`src/rtl/pipelined_control_unit.sv`:
```
// rtl/pipelined_control_unit.sv - LEGv8 pipelined control unit: decode, ID/EX-EX/MEM-MEM/WB control, load-use stall, flush.
// Optional performance counters enabled by defining CTRL_PERF_CNT_EN.
module pipelined_control_unit #(
   parameter int REG_ADDR_W = 5,
   parameter int ZERO_REG   = 31,
   parameter int PERF_W     = 16
) (
   input  logic                  clk,
   input  logic                  reset,
   input  logic [31:0]           instr,
   input  logic                  instr_valid,
   input  logic                  flush,
   output logic                  id_reg2loc,
   output logic                  id_illegal,
   output logic                  pc_write,
   output logic                  ifid_write,
   output logic                  ifid_flush,
   output logic [9:0]            ex_ctrl,
   output logic [REG_ADDR_W-1:0] ex_rd,
   output logic [6:0]            mem_ctrl,
   output logic [REG_ADDR_W-1:0] mem_rd,
   output logic [1:0]            wb_ctrl,
   output logic [REG_ADDR_W-1:0] wb_rd,
   output logic [PERF_W-1:0]     stall_cnt,
   output logic [PERF_W-1:0]     flush_cnt
);

   typedef struct packed {
      logic       reg_write;
      logic       mem_to_reg;
      logic       mem_read;
      logic       mem_write;
      logic       branch;
      logic       branch_nz;
      logic       unc_branch;
      logic [1:0] alu_op;
      logic       alu_src;
   } ctrl_t;

   localparam logic [REG_ADDR_W-1:0] ZR = REG_ADDR_W'(ZERO_REG);

   logic [10:0]           opcode;
   ctrl_t                 dec;
   ctrl_t                 ex_q;
   logic                  reg2loc;
   logic                  uses_rn;
   logic                  uses_src2;
   logic                  matched;
   logic                  load_use;
   logic [REG_ADDR_W-1:0] rd;
   logic [REG_ADDR_W-1:0] rn;
   logic [REG_ADDR_W-1:0] src2;
   logic                  unused_instr;

   assign opcode       = instr[31:21];
   assign rd           = REG_ADDR_W'(instr[4:0]);
   assign rn           = REG_ADDR_W'(instr[9:5]);
   assign src2         = reg2loc ? REG_ADDR_W'(instr[4:0]) : REG_ADDR_W'(instr[20:16]);
   assign unused_instr = ^instr[15:10];

   always_comb begin
      dec       = '0;
      reg2loc   = 1'b0;
      uses_rn   = 1'b0;
      uses_src2 = 1'b0;
      matched   = 1'b1;
      casez (opcode)
         11'b11111000010: begin
            dec.alu_src    = 1'b1;
            dec.mem_to_reg = 1'b1;
            dec.reg_write  = 1'b1;
            dec.mem_read   = 1'b1;
            uses_rn        = 1'b1;
         end
         11'b11111000000: begin
            reg2loc       = 1'b1;
            dec.alu_src   = 1'b1;
            dec.mem_write = 1'b1;
            uses_rn       = 1'b1;
            uses_src2     = 1'b1;
         end
         11'b10110100???: begin
            reg2loc    = 1'b1;
            dec.branch = 1'b1;
            dec.alu_op = 2'b01;
            uses_src2  = 1'b1;
         end
         11'b10110101???: begin
            reg2loc       = 1'b1;
            dec.branch    = 1'b1;
            dec.branch_nz = 1'b1;
            dec.alu_op    = 2'b01;
            uses_src2     = 1'b1;
         end
         11'b000101?????: dec.unc_branch = 1'b1;
         11'b1??0101?000: begin
            dec.reg_write = 1'b1;
            dec.alu_op    = 2'b10;
            uses_rn       = 1'b1;
            uses_src2     = 1'b1;
         end
         11'b1?01000100?: begin
            dec.alu_src   = 1'b1;
            dec.reg_write = 1'b1;
            dec.alu_op    = 2'b11;
            uses_rn       = 1'b1;
         end
         default: matched = 1'b0;
      endcase
   end

   assign id_reg2loc = reg2loc;
   assign id_illegal = instr_valid & ~matched;

   // XZR is never a real producer, so a load into it cannot create a hazard
   assign load_use = instr_valid & ex_q.mem_read & (ex_rd != ZR) &
                     ((uses_rn & (ex_rd == rn)) | (uses_src2 & (ex_rd == src2)));

   assign pc_write   = flush | ~load_use;
   assign ifid_write = flush | ~load_use;
   assign ifid_flush = flush;

   always_ff @(posedge clk) begin
      if (reset) begin
         ex_q     <= '0;
         ex_rd    <= '0;
         mem_ctrl <= '0;
         mem_rd   <= '0;
         wb_ctrl  <= '0;
         wb_rd    <= '0;
      end else begin
         wb_ctrl <= mem_ctrl[6:5];
         wb_rd   <= mem_rd;
         mem_rd  <= ex_rd;
         if (flush) begin
            ex_q     <= '0;
            ex_rd    <= '0;
            mem_ctrl <= '0;
         end else begin
            mem_ctrl <= ex_q[9:3];
            if (load_use || !instr_valid) begin
               ex_q  <= '0;
               ex_rd <= '0;
            end else begin
               ex_q  <= dec;
               ex_rd <= rd;
            end
         end
      end
   end

   assign ex_ctrl = ex_q;

`ifdef CTRL_PERF_CNT_EN
   logic [PERF_W-1:0] stall_q;
   logic [PERF_W-1:0] flush_q;

   always_ff @(posedge clk) begin
      if (reset) begin
         stall_q <= '0;
         flush_q <= '0;
      end else begin
         if (flush && flush_q != '1)
            flush_q <= flush_q + PERF_W'(1);
         if (!flush && load_use && stall_q != '1)
            stall_q <= stall_q + PERF_W'(1);
      end
   end

   assign stall_cnt = stall_q;
   assign flush_cnt = flush_q;
`else
   assign stall_cnt = '0;
   assign flush_cnt = '0;
`endif

endmodule

```
`config.mk`:
```
export PLATFORM = sky130hd
export DESIGN_NAME = pipelined_control_unit
export DESIGN_NICKNAME = d
export VERILOG_FILES = /design/src/rtl/pipelined_control_unit.sv
export SDC_FILE = /design/constraint.sdc
export NUM_CORES = 1
export LEC_CHECK = 0
export BUFFER_PORTS_ARGS = -buffer_cell sky130_fd_sc_hd__buf_2
export CORE_MARGIN = 2
export CORE_UTILIZATION = 45
export DETAILED_ROUTE_END_ITERATION = 8
export PLACE_DENSITY = 0.89
export SYNTH_ARGS = -nofsm -noshare
export SYNTH_HDL_FRONTEND = slang
export SYNTH_SLANG_ARGS = --single-unit
export TNS_END_PERCENT = 100
```
`constraint.sdc`:
```
create_clock -name clk -period 3.5 [get_ports clk]
set_clock_uncertainty 0.15 [all_clocks]
set_input_delay 0.35 -clock clk [delete_from_list [all_inputs] [get_ports clk]]
set_output_delay 0.35 -clock clk [all_outputs]
set_load 0.05 [all_outputs]
```
==> summary.md, run 1 <==
| Metric | Value |
|---|---|
| Min cycle time layout | `2760 ps` |
| Clock buffer count from CTS | `5` |
| Fill cells | `336` |
| Antenna Violating Nets Remaining | `0` |
| P_leak | `between 0.9 and 1 nW` |
| DRC | `0` |
| Maximum vdd drop | `between 0.1 and 0.15 mV` |
| Max Slew Vio Count | `0` |
| Total power draw | `just over 800 uW` |
| Worst hold slack | `127 ps` |
| RR Endpoint | `ex_ctrl[0]` |
| IO Pins | `roughly 110` |
| Initial DRC Count | `47` |
| Avg Cell Area, Syn | `around 9.5 um^2` |
| Final worst-path cycle share | `0.790` |
| Power Density | `between 400 and 500 nW/um^2` |
| Worst slack, placed | `868 ps` |
| Die X | `around 65 um` |
| H-tree depth | `2` |
| Final hold vios | `0` |
| Max Fclk | `around 360 MHz` |
| Status | `complete, no violations` |
| Setup Viol. Count Final | `0` |
| Layout cells sized above 1 | `0.355` |
| Max Cap Viol | `0` |
| CTS tree | `yes` |
| Ant diodes | `0` |
| Pin slew with the least headroom to its limit | `approximately 750 ps` |
| First-pass GRT wire length | `around 5500 um` |
| Mapped Cells | `around 180` |
| Post-layout instance area | `about 2000 um^2` |
| Critical Path End | `pc_write` |
| PostCTS Resize Cnt | `0` |
| FF+latch count, synth | `32` |
| Total GRT Usage | `0.171` |
| R2R depth | `6` |
| Core area | `approximately 3600 um^2` |
| Root Buffer | `clkbuf_8` |
| Synth Cell Area | `1680 um^2` |
| Die ar. | `4230 um^2` |
| Detail Placement HPWL | `~2800 um` |
| Startpoint type of the worst setup path | `flop` |
| Via count of the first global-routing pass | `roughly 1,200` |
| Via count | `approximately 1,400` |
| CP Data Required Time | `around 3000 ps` |
| Initial core utilization | `0.461` |
| Async SR Flop Fraction | `0` |
| GRT overflow | `0` |
| Nets | `281` |
| Largest net degree at the start of global routing | `15` |
| Crit end category | `primary output` |
| CP Max Fanout | `6` |
| Antenna violations before repair | `0` |
| Yosys cell types | `between 40 and 50` |
| Seq/Total Area, Yosys | `0.382` |
| Clock tree sinks | `32` |
| YS warnings | `0` |
| Number of synthesized flops with an enable pin | `0` |
| Input/output buffers | `68` |
| Max-slew headroom | `0.498` |
| Site row count | `22` |
| Reg2Reg Launch Point | `ex_rd[4]` |
| Crit Path Class | `reg -> out` |
| Type of the worst min-delay path | `in -> reg` |
| Top FF cell, synth | `dfxtp_1` |
| Final RePlAce weighted congestion | `between 0.8 and 0.9` |
| Crit path launch | `ex_rd[4]` |
| Post-CTS Setup Bufs | `0` |
| Drt wl/cell | `between 10 and 15 um` |
| Setup tns final | `0 ps` |
| Clk slew on worst S/H paths | `60 ps` |
| Total routed wirelength | `about 3500 um` |
| Drt first pass iters | `4` |
| Clock latency on the worst-skew pair | `about 280 ps` |
| Maximum buffer depth of the clock tree | `2` |
| Worst R2R Setup Slack | `1000 ps` |
| WP data arrival | `2260 ps` |
| RSZ-0062 raised after global routing | `no` |
| Syn-to-layout area delta | `19.7%` |
| PnR worst setup slack | `736 ps` |
| Vias/cell | `between 4 and 5` |
| Die Ht | `roughly 65 um` |
| Placed Area | `~1900 um^2` |
| Hold Buf Count CTS | `0` |
worst min path at each step:
stage / startpoint / cells after the start / slack, ps / to
2_1_floorplan: reset / 1 / 270 / wb_ctrl[1]
3_3_place_gp: ex_ctrl[9] / 1 / 280 / mem_ctrl[6]
3_5_place_dp: ex_ctrl[3] / 1 / 290 / mem_ctrl[0]
4_1_cts: instr[22] / 2 / 120 / ex_ctrl[6]
5_1_grt: instr[22] / 2 / 120 / ex_ctrl[6]
6_report: instr[22] / 2 / 130 / ex_ctrl[6]
cell usage after synthesis (2+ instances only):
library cell,instances,share of area
buf_4,36,0.16
dfxtp_1,32,0.38
nor2b_1,12,0.045
nor2_1,11,0.025
and2_1,6,0.022
nand2_1,6,0.013
xnor2_1,6,0.031
nor3_1,5,0.015
a21oi_1,4,0.012
inv_1,4,0.0090
nor3b_2,4,0.030
a211oi_1,3,0.013
and3_1,3,0.011
nand2b_1,3,0.011
nand4_1,3,0.011
o211ai_1,3,0.013
xor2_1,3,0.016
a31oi_1,2,0.0075
and4b_1,2,0.012
nand3_1,2,0.0060
nand4b_1,2,0.010
nor4_1,2,0.0075
o2111ai_1,2,0.010
o21ai_0,2,0.0060
logic make-up after synthesis:
logic type | share of synthesized area
AO/OA/AOI/OAI | 0.122
XOR/XNOR | 0.0470
other | 0.00224
flip-flops | 0.382
buffers and inverters | 0.182
AND/OR/NAND/NOR | 0.265
power breakdown:
part | total (mW) | internal, mW | switching [mW]
logic | 0.158 | 0.0317 | 0.127
clock network | 0.296 | 0.175 | 0.122
registers | 0.371 | 0.367 | 0.00339
routing by layer:
metal,share of wire,track usage,up-vias
met3,0.092,0.0521,6
met1,0.39,0.192,627
li1,-,-,685
met4,0.017,0.0807,0
met2,0.50,0.294,75
met5,0,0,-
state kept, by name (all words and copies together) (netlist names):
signal / flops
wb_ctrl: 2
ex_ctrl: 9
wb_rd: 5
mem_ctrl: 6
mem_rd: 5
ex_rd: 5
cell type report:
class	instances	area (um^2)	share of cell area
inverters	4	15.0	0.00748
flip-flops and latches	32	641	0.319
repair buffers	69	348	0.173
well taps	48	60.1	0.0299
clock buffers	7	96.3	0.0480
multi-input cells	133	847	0.422
stage by stage:
stage               std cells   util
floorplan                 208      -
global placement          286  0.526
CTS                       293  0.552
finish                    293  0.552
detailed placement        286  0.526
global route              293  0.552
placed cells by master (no fill, tap or decap), drive strengths merged, types with 4 or more instances in the layout:
cell type and n:
a21oi 4, and2 6, buf 69, clkbuf 7, conb 32, dfxtp 32, inv 4, nand2 6
nor2 11, nor2b 12, nor3 6, nor3b 6, xnor2 6
worst max-delay path, stage by stage (launching register included):
cell       delay (ps)
dfxtp_1           470
xnor2_1           160
o2111ai_1         160
o311ai_0          350
nand4_1           220
nor3_1            280
o21bai_1          110
buf_2             230
Power figures use the tool's default switching activity.
==> inputs of run 2 (changes only) <==
--- a/config.mk
+++ b/config.mk
@@ -7,9 +7,9 @@
 export LEC_CHECK = 0
 export BUFFER_PORTS_ARGS = -buffer_cell sky130_fd_sc_hd__buf_2
 export CORE_MARGIN = 2
-export CORE_UTILIZATION = 45
+export CORE_UTILIZATION = 42
 export DETAILED_ROUTE_END_ITERATION = 8
-export PLACE_DENSITY = 0.89
+export PLACE_DENSITY = 0.84
 export SYNTH_ARGS = -nofsm -noshare
 export SYNTH_HDL_FRONTEND = slang
 export SYNTH_SLANG_ARGS = --single-unit
==> constraint.sdc (replaced) <==
create_clock -name clk -period 2.6 [get_ports clk]
set_clock_uncertainty 0.15 [all_clocks]
set_input_delay 0.26 -clock clk [delete_from_list [all_inputs] [get_ports clk]]
set_output_delay 0.26 -clock clk [all_outputs]
set_load 0.05 [all_outputs]
==> summary.md, run 2 (synthesis gave the netlist of run 1 again) <==
| Metric | Value |
|---|---|
| Status | `complete, no violations` |
| Antenna Violating Nets Remaining | `0` |
| Final hold vios | `0` |
| Total power draw | `1.10 mW` |
| Post-CTS Setup Bufs | `0` |
| RSZ-0062 raised after global routing | `no` |
| Input/output buffers | `slightly below 70` |
| Max Cap Viol | `0` |
| Fill cells | `approximately 360` |
| CP Max Fanout | `5` |
| Initial core utilization | `0.448` |
| First-pass GRT wire length | `roughly 5600 um` |
| Max Fclk | `between 400 and 500 MHz` |
| Startpoint type of the worst setup path | `input port` |
| Crit end category | `primary output` |
| DRC | `0` |
| WP data arrival | `between 2000 and 2500 ps` |
| Core area | `approximately 3700 um^2` |
| Final worst-path cycle share | `0.942` |
| CTS tree | `yes` |
| Maximum vdd drop | `roughly 0.17 mV` |
| Max-slew headroom | `0.641` |
| Final RePlAce weighted congestion | `just over 0.8` |
| Drt wl/cell | `around 13 um` |
| Drt first pass iters | `4` |
| Crit Path Class | `in -> out` |
| Root Buffer | `clkbuf_8` |
| Via count of the first global-routing pass | `around 1,200` |
| Maximum buffer depth of the clock tree | `2` |
| P_leak | `1.00 nW` |
| Nets | `287` |
| IO Pins | `107` |
| Layout cells sized above 1 | `0.409` |
| Die Ht | `about 67 um` |
| Total routed wirelength | `3760 um` |
| Min cycle time layout | `between 2000 and 2500 ps` |
| Commonest non-fill, non-tap cell in the layout | `buf_2` |
| H-tree depth | `2` |
| Clock tree sinks | `32` |
| GRT overflow | `0` |
| Detail Placement HPWL | `2960 um` |
| Die ar. | `4510 um^2` |
| Clock buffer count from CTS | `5` |
| Post-layout instance area | `2100 um^2` |
| Type of the worst min-delay path | `in -> reg` |
| Die X | `about 67 um` |
| Placed Area | `around 2000 um^2` |
| Largest net degree at the start of global routing | `15` |
| Most frequent cells in the layout | `buf_2, conb_1, dfxtp_1, nor2b_1, nor2_1` |
| Setup tns final | `0 ps` |
| Site row count | `22` |
| Ant diodes | `0` |
| CP Data Required Time | `roughly 2200 ps` |
| Syn-to-layout area delta | `25.5%` |
| Via count | `1,423` |
| Pin slew with the least headroom to its limit | `~540 ps` |
| Max Slew Vio Count | `0` |
| Clock latency on the worst-skew pair | `~280 ps` |
| Power Density | `roughly 520 nW/um^2` |
| Setup Viol. Count Final | `0` |
| Max reg flops | `9` |
| Vias/cell | `~4.7` |
| Initial DRC Count | `35` |
| Clk slew on worst S/H paths | `60 ps` |
| Total GRT Usage | `0.169` |
| Antenna violations before repair | `0` |
run 2: worst paths after layout:
check | start | to | slack, ps | cells after the start
max reg2reg | ex_rd[3] | ex_ctrl[1] | 450 | 7
min | instr[22] | ex_ctrl[6] | 40 | 2
max | instr[26] | ifid_write | 150 | 8
min reg2reg | ex_ctrl[6] | mem_ctrl[3] | 300 | 1
run 2: timing repair:
action | in CTS | in global routing
resized for setup | 2 | 5
cloned | 0 | 0
pin swaps | 0 | 4
setup endpoints to repair | 2 | 2
hold buffers | 0 | 0
run 2: final cells by class:
type	count	area, um^2	area share
repair buffers	75	395	0.188
clock buffers	6	82.6	0.0392
inverters	4	15.0	0.00713
multi-input cells	133	892	0.424
well taps	48	60.1	0.0285
flip-flops and latches	32	649	0.309
clock inverters	2	10.0	0.00476
run 2: layer usage:
| metal | vias up | share of wire | global-route usage | routed length, um |
|---|---|---|---|---|
| li1 | 695 | - | - | - |
| met1 | 649 | 0.39 | 0.185 | 1480 |
| met2 | 69 | 0.50 | 0.293 | 1860 |
| met3 | 10 | 0.080 | 0.0517 | 299 |
| met4 | 0 | 0.030 | 0.0918 | 111 |
| met5 | - | 0 | 0 | 0 |
run 2: power breakdown:
group	total [mW]	leakage (nW)	internal (mW)	switching (mW)
Sequential	0.499	0.261	0.494	0.00464
Clock	0.381	0.0510	0.211	0.170
Combinational	0.221	0.690	0.0467	0.174
run 2: per-stage QoR:
stage          hold WS (ps)  setup WS (ps)   util  std cells
2_1_floorplan           182           27.4      -        208
3_3_place_gp            282            158  0.530        292
3_5_place_dp            290            165  0.530        292
4_1_cts                27.8           42.7  0.559        300
5_1_grt                34.1           16.7  0.562        300
6_report               36.6            151  0.562        300
run 2: worst max-delay path: stages:
cell and delay [ps]:
buf_2 130, nor3b_4 280, nand4b_1 220, and3_1 250
o32ai_2 390, nor3_2 120, o21bai_4 130, buf_2 270
